File: src/rtl/sa_pkg.sv
// Shared types and defaults for the systolic-array input feeder.
// Lane width default, feeder FSM state and default-geometry FIFO entry layout.
package sa_pkg;

   localparam int SA_DATA_W = 8;
   localparam int SA_ROWS   = 8;

   typedef enum logic {
      RUN   = 1'b0,
      FLUSH = 1'b1
   } feed_state_t;

   typedef struct packed {
      logic                          last;
      logic [SA_ROWS*SA_DATA_W-1:0]  data;
   } fifo_entry_t;

endpackage

File: src/rtl/sa_sync_fifo.sv
// Single-clock FIFO with registered occupancy count and fall-through head.
// Push into a full FIFO and pop from an empty one are ignored.
module sa_sync_fifo #(
   parameter int WIDTH = 8,
   parameter int DEPTH = 16
) (
   input  logic                     clk,
   input  logic                     rst,
   input  logic                     push,
   input  logic [WIDTH-1:0]         wdata,
   input  logic                     pop,
   output logic [WIDTH-1:0]         rdata,
   output logic                     full,
   output logic                     empty,
   output logic [$clog2(DEPTH):0]   count
);

   localparam int AW = $clog2(DEPTH);

   logic [WIDTH-1:0] mem [DEPTH];
   logic [AW-1:0]    wr_ptr, rd_ptr;
   logic             do_push, do_pop;

   assign full    = (count == (AW+1)'(DEPTH));
   assign empty   = (count == '0);
   assign do_push = push & ~full;
   assign do_pop  = pop & ~empty;
   assign rdata   = mem[rd_ptr];

   always_ff @(posedge clk or posedge rst) begin
      if (rst) begin
         wr_ptr <= '0;
         rd_ptr <= '0;
         count  <= '0;
      end else begin
         if (do_push) wr_ptr <= wr_ptr + 1'b1;
         if (do_pop)  rd_ptr <= rd_ptr + 1'b1;
         count <= count + {{AW{1'b0}}, do_push} - {{AW{1'b0}}, do_pop};
      end
   end

   // Storage needs no reset: occupancy is tracked by the pointers and count.
   always_ff @(posedge clk) begin
      if (do_push) mem[wr_ptr] <= wdata;
   end

endmodule

File: src/rtl/sa_skew_feeder.sv
// Systolic-array edge feeder: FIFO-buffered row vectors driven out with
// diagonal skew, plus ROWS-1 bubbles after each tile's last vector.
module sa_skew_feeder
   import sa_pkg::*;
#(
   parameter int ROWS       = 8,
   parameter int DATA_W     = SA_DATA_W,
   parameter int FIFO_DEPTH = 16
) (
   input  logic                          clk,
   input  logic                          rst,
   input  logic                          in_valid,
   output logic                          in_ready,
   input  logic [ROWS*DATA_W-1:0]        in_data,
   input  logic                          in_last,
   input  logic                          stall,
   output logic [ROWS*DATA_W-1:0]        out_data,
   output logic [ROWS-1:0]               out_valid,
   output logic [ROWS-1:0]               out_last,
   output logic                          busy,
   output logic [$clog2(FIFO_DEPTH):0]   fifo_level
);

   localparam int VW = ROWS*DATA_W;
   localparam int EW = VW + 1;
   localparam int CW = (ROWS > 1) ? $clog2(ROWS) : 1;
   localparam int SW = DATA_W + 2;

   logic [EW-1:0]  fifo_rdata;
   logic           fifo_full, fifo_empty;
   logic           push, pop, step;
   feed_state_t    state;
   logic [CW-1:0]  flush_cnt;
   logic           ent_vld, ent_last;
   logic [VW-1:0]  ent_data;
   logic [ROWS-1:0] row_busy;

   assign in_ready = ~fifo_full;
   assign push     = in_valid & in_ready;
   assign step     = ~stall;
   assign pop      = step && (state == RUN) && !fifo_empty;

   sa_sync_fifo #(
      .WIDTH (EW),
      .DEPTH (FIFO_DEPTH)
   ) u_fifo (
      .clk   (clk),
      .rst   (rst),
      .push  (push),
      .wdata ({in_last, in_data}),
      .pop   (pop),
      .rdata (fifo_rdata),
      .full  (fifo_full),
      .empty (fifo_empty),
      .count (fifo_level)
   );

   // A step without a pop injects an all-zero bubble.
   assign ent_vld  = pop;
   assign ent_last = pop & fifo_rdata[VW];
   assign ent_data = pop ? fifo_rdata[VW-1:0] : '0;

   always_ff @(posedge clk or posedge rst) begin
      if (rst) begin
         state     <= RUN;
         flush_cnt <= '0;
      end else if (step) begin
         if (state == RUN) begin
            if (pop && fifo_rdata[VW] && (ROWS > 1)) begin
               state     <= FLUSH;
               flush_cnt <= CW'(ROWS-1);
            end
         end else begin
            flush_cnt <= flush_cnt - 1'b1;
            if (flush_cnt == CW'(1)) state <= RUN;
         end
      end
   end

   // Row r: r+1 stage delay line of {valid, last, lane}; the last stage is the output register.
   for (genvar r = 0; r < ROWS; r++) begin : g_row
      logic [r:0][SW-1:0] pipe;
      logic [SW-1:0]      ent;
      logic               rb;

      assign ent = {ent_vld, ent_last, ent_data[r*DATA_W +: DATA_W]};

      if (r == 0) begin : g_first
         always_ff @(posedge clk or posedge rst) begin
            if (rst)       pipe <= '0;
            else if (step) pipe <= ent;
         end
      end else begin : g_chain
         always_ff @(posedge clk or posedge rst) begin
            if (rst)       pipe <= '0;
            else if (step) pipe <= {pipe[r-1:0], ent};
         end
      end

      always_comb begin
         rb = 1'b0;
         for (int k = 0; k <= r; k++) rb = rb | pipe[k][SW-1];
      end

      assign row_busy[r]                  = rb;
      assign out_valid[r]                 = pipe[r][SW-1];
      assign out_last[r]                  = pipe[r][SW-2];
      assign out_data[r*DATA_W +: DATA_W] = pipe[r][DATA_W-1:0];
   end

   assign busy = !fifo_empty || (state == FLUSH) || (|row_busy);

endmodule

File: config.mk
export PLATFORM = sky130hd
export DESIGN_NAME = sa_skew_feeder
export DESIGN_NICKNAME = d
export VERILOG_FILES = /design/src/rtl/sa_pkg.sv /design/src/rtl/sa_sync_fifo.sv /design/src/rtl/sa_skew_feeder.sv
export SDC_FILE = /design/constraint.sdc
export NUM_CORES = 2
export LEC_CHECK = 0
export ABC_AREA = 0
export CORE_ASPECT_RATIO = 1.1
export CORE_MARGIN = 5
export CORE_UTILIZATION = 45
export CTS_BUF_LIST = sky130_fd_sc_hd__clkbuf_8
export DETAILED_ROUTE_END_ITERATION = 10
export GPL_ROUTABILITY_DRIVEN = 1
export MAX_ROUTING_LAYER = met4
export PLACE_DENSITY = 0.61
export SLEW_MARGIN = 20
export SYNTH_ARGS = -nofsm -noshare
export SYNTH_HDL_FRONTEND = slang
export SYNTH_SLANG_ARGS = --single-unit
File: constraint.sdc
create_clock -name clk -period 11.95 [get_ports clk]
set_clock_uncertainty 0.1 [all_clocks]
set_input_delay 2.39 -clock clk [delete_from_list [all_inputs] [get_ports clk]]
set_output_delay 2.39 -clock clk [all_outputs]
set_load 0.01 [all_outputs]
==> metrics <==
number of max-cap violations 0; Clock Tree Root clkbuf_8; Synth Area in Compound Gates 1.331%; wire per inst 24.57 um; CP Capture Type output pin; clk slew on worst S/H paths roughly 0.06 ns; Via-to-Cell Ratio 5.463; DR vias 23780; mux contribution to synthesized area 18.92%; Post-synth EDFFs roughly 1000; max incr delay on CP 0.77 ns; Top FF cell, synth edfxtp_1; Nets 2727; Yosys Warn Count 0; highest clock rate 188.0 MHz; htree depth 4; pwr/cell area roughly 230 nW/um^2; Tcrit/Tclk final roughly 45%; Die X about 330 um; share of the yosys chip area belonging to registers roughly three quarters; critical-path maximum fanout 6; CTS tree done; setup TNS 0 ns; TritonCTS buffer count about 210; vias in the first global route between 20000 and 30000; Antenna Nets Post-Route 0; Core Rows 130; Mapped Area 51980 sq um; initial detailed-routing violation count 1728; fill count 9138; syn avg cell area about 21 sq um; drt first pass iters 5; status completed; final max-slew violation count 0; CP cell instances nor4_1 > nand4_1 > clkdlybuf4s50_1; Tot GR Track Use a little under a fifth; layout cell share with drive strength beyond 1 29.60%; # port buffers roughly 160; asr flop ratio synth 23.59%; Post-CTS Hold Buffers 0; area added between synthesis and finish 13.24%; VDD IR max between 100 and 150 uV; Skew-Pair Late Insertion Delay 0.89 ns; CP arrival roughly 2.8 ns; CP max stage cell nor4_1; Starting Density about 45%; most common cell after layout, fill and taps aside edfxtp_1; Sequential cell area 39270 sq um; main combinational cell family by area after synthesis multiplexers; # clock sinks 1361; Rel. slew slack approximately a quarter; RSZ-0062 raised after global routing no; final WL 106900 um; pin count of the biggest net entering global routing 126; Hold Vio Cnt, Final 0; Seq cells post-synth around 1400; clk buf depth 3; Post-CTS Setup Repair Bufs 0; core area 114500 sq um; DRC errors left 0; XOR/XNOR share of the synthesized area 0.1685%; Least-Margin Pin Slew 1.103 ns; IO Count ~160; CTS resizes 0; final setup vio count 0; adder-cell share of the synthesized area less than 1%; CP required 9.46 ns; first-pass GRT wire length 163100 um; area of the multi-input gates 11440 sq um; most frequent cells in the layout edfxtp_1, dfrtp_1, mux4_2, mux2_2, clkbuf_8; Net Count, Synth 2512; global route total overflow 0; Worst Path Buf+Inv 1; Leakage 21.00 nW; worst hold path class reg2reg; Post-Syn Instances about 2400; initial antenna violation count 7; Synth Area in Simple Gates 0.9917%; dpl hpwl between 50000 and 60000 um; Hold Worst Slack 0.3839 ns; die height between 300 and 400 um; critical path startpoint category register; routability cong. between 0.7 and 0.8; Netlist cell types 41; kind of critical path reg2out; CP top delay family simple AND/OR/NAND/NOR gates; DIE AREA 122400 sq um; Min Clock Period, post-route approximately 5.3 ns
[registers in the layout, indices dropped and copies added (netlist names)]
name,cells
u_fifo.count,5
g_row.pipe,234
out_valid,7
out_last,7
u_fifo.mem,1040
flush_cnt,3
u_fifo.wr_ptr,4
state,1
u_fifo.rd_ptr,4
out_data,56
[cell type report]
class                   count  share of cell area [%]
multi-input cells         856                   19.43
well taps                1518                   3.227
inverters                  15                  0.1084
diodes                      3                 0.01275
flip-flops and latches   1361                   66.72
repair buffers            199                   3.450
clock buffers             233                   5.448
clock inverters           167                   1.603
[cells by family (layout without fill, tap and decap cells)]
group                      Yosys count  in the layout
AOI/OAI and AO/OA                   80             80
xor gates and xnor gates            10             10
adders and majority gates           14             14
buffers and inverters              212            614
DFF                               1361           1361
muxes                              631            631
other                                0              3
and+or+nand+nor                    121            121
[synth_stat cells (2+ instances only)]
| cell | instances | area [sq um] |
|---|---|---|
| mux2_2 | 239 | 2691 |
| edfxtp_1 | 1040 | 31230 |
| mux4_2 | 251 | 5653 |
| buf_6 | 34 | 382.9 |
| nand4_1 | 3 | 18.77 |
| nor4_1 | 2 | 12.51 |
| o21ai_0 | 2 | 10.01 |
| nor3_1 | 4 | 20.02 |
| clkbuf_1 | 23 | 86.33 |
| o221ai_1 | 63 | 551.8 |
| inv_1 | 15 | 56.30 |
| mux2i_1 | 136 | 1361 |
| dfrtp_1 | 321 | 8033 |
| a21o_1 | 4 | 30.03 |
| nor2b_1 | 3 | 18.77 |
| nand2b_1 | 4 | 25.02 |
| buf_4 | 75 | 563.0 |
| nand3_1 | 2 | 10.01 |
| ha_1 | 13 | 162.7 |
| nand2_1 | 79 | 296.5 |
| and2_1 | 2 | 12.51 |
| a21oi_1 | 3 | 15.01 |
| mux4_1 | 5 | 131.4 |
| xor2_1 | 2 | 17.52 |
| a22oi_1 | 2 | 15.01 |
| xnor2_1 | 8 | 70.07 |
| buf_1 | 16 | 60.06 |
| nor2_1 | 18 | 67.56 |
| buf_2 | 48 | 240.2 |
[worst paths after layout]
check | from | to | slack, ns | depth (start not counted)
max in group asynchronous | rst | g_row[4].pipe[3] | 8.13 | 3
hold / removal | g_row[7].pipe[50] | g_row[7].pipe[60] | 0.38 | 1
setup reg to reg | u_fifo.rd_ptr[0] | flush_cnt[0] | 7.90 | 7
min in group asynchronous | rst | g_row[7].pipe[47] | 2.02 | 2
setup / recovery | state | busy | 6.63 | 3
hold reg to reg | g_row[7].pipe[50] | g_row[7].pipe[60] | 0.38 | 1
[per-layer routing]
metal	vias up	global-route usage (%)	part of all wire (%)
met1	12690	24.37	43
met3	163	4.116	6.1
met2	697	28.19	49
met4	0	5.204	1.9
li1	10230	-	-
met5	-	-	0
[where the power goes]
group / switching, mW / internal, mW
combinational: 1.68 / 1.73
sequential: 0.490 / 5.94
clock: 1.78 / 1.95
total: 3.95 / 9.62
[per-stage QoR]
stage / total power [mW] / instance area (sq um) / setup slack, ns / std cells / utilization [%]
5_1_grt: 14.29 / 58860 / 6.463 / 4351 / 51.40
3_5_place_dp: 10.00 / 54670 / 6.056 / 3948 / 47.74
3_3_place_gp: 9.897 / 54530 / 5.873 / 3943 / 47.62
4_1_cts: 13.77 / 58820 / 6.494 / 4348 / 51.37
6_report: 13.56 / 58860 / 6.630 / 4352 / 51.40
2_1_floorplan: 8.974 / 51980 / 0.5754 / 2429 / -
Power figures use the tool's default switching activity.
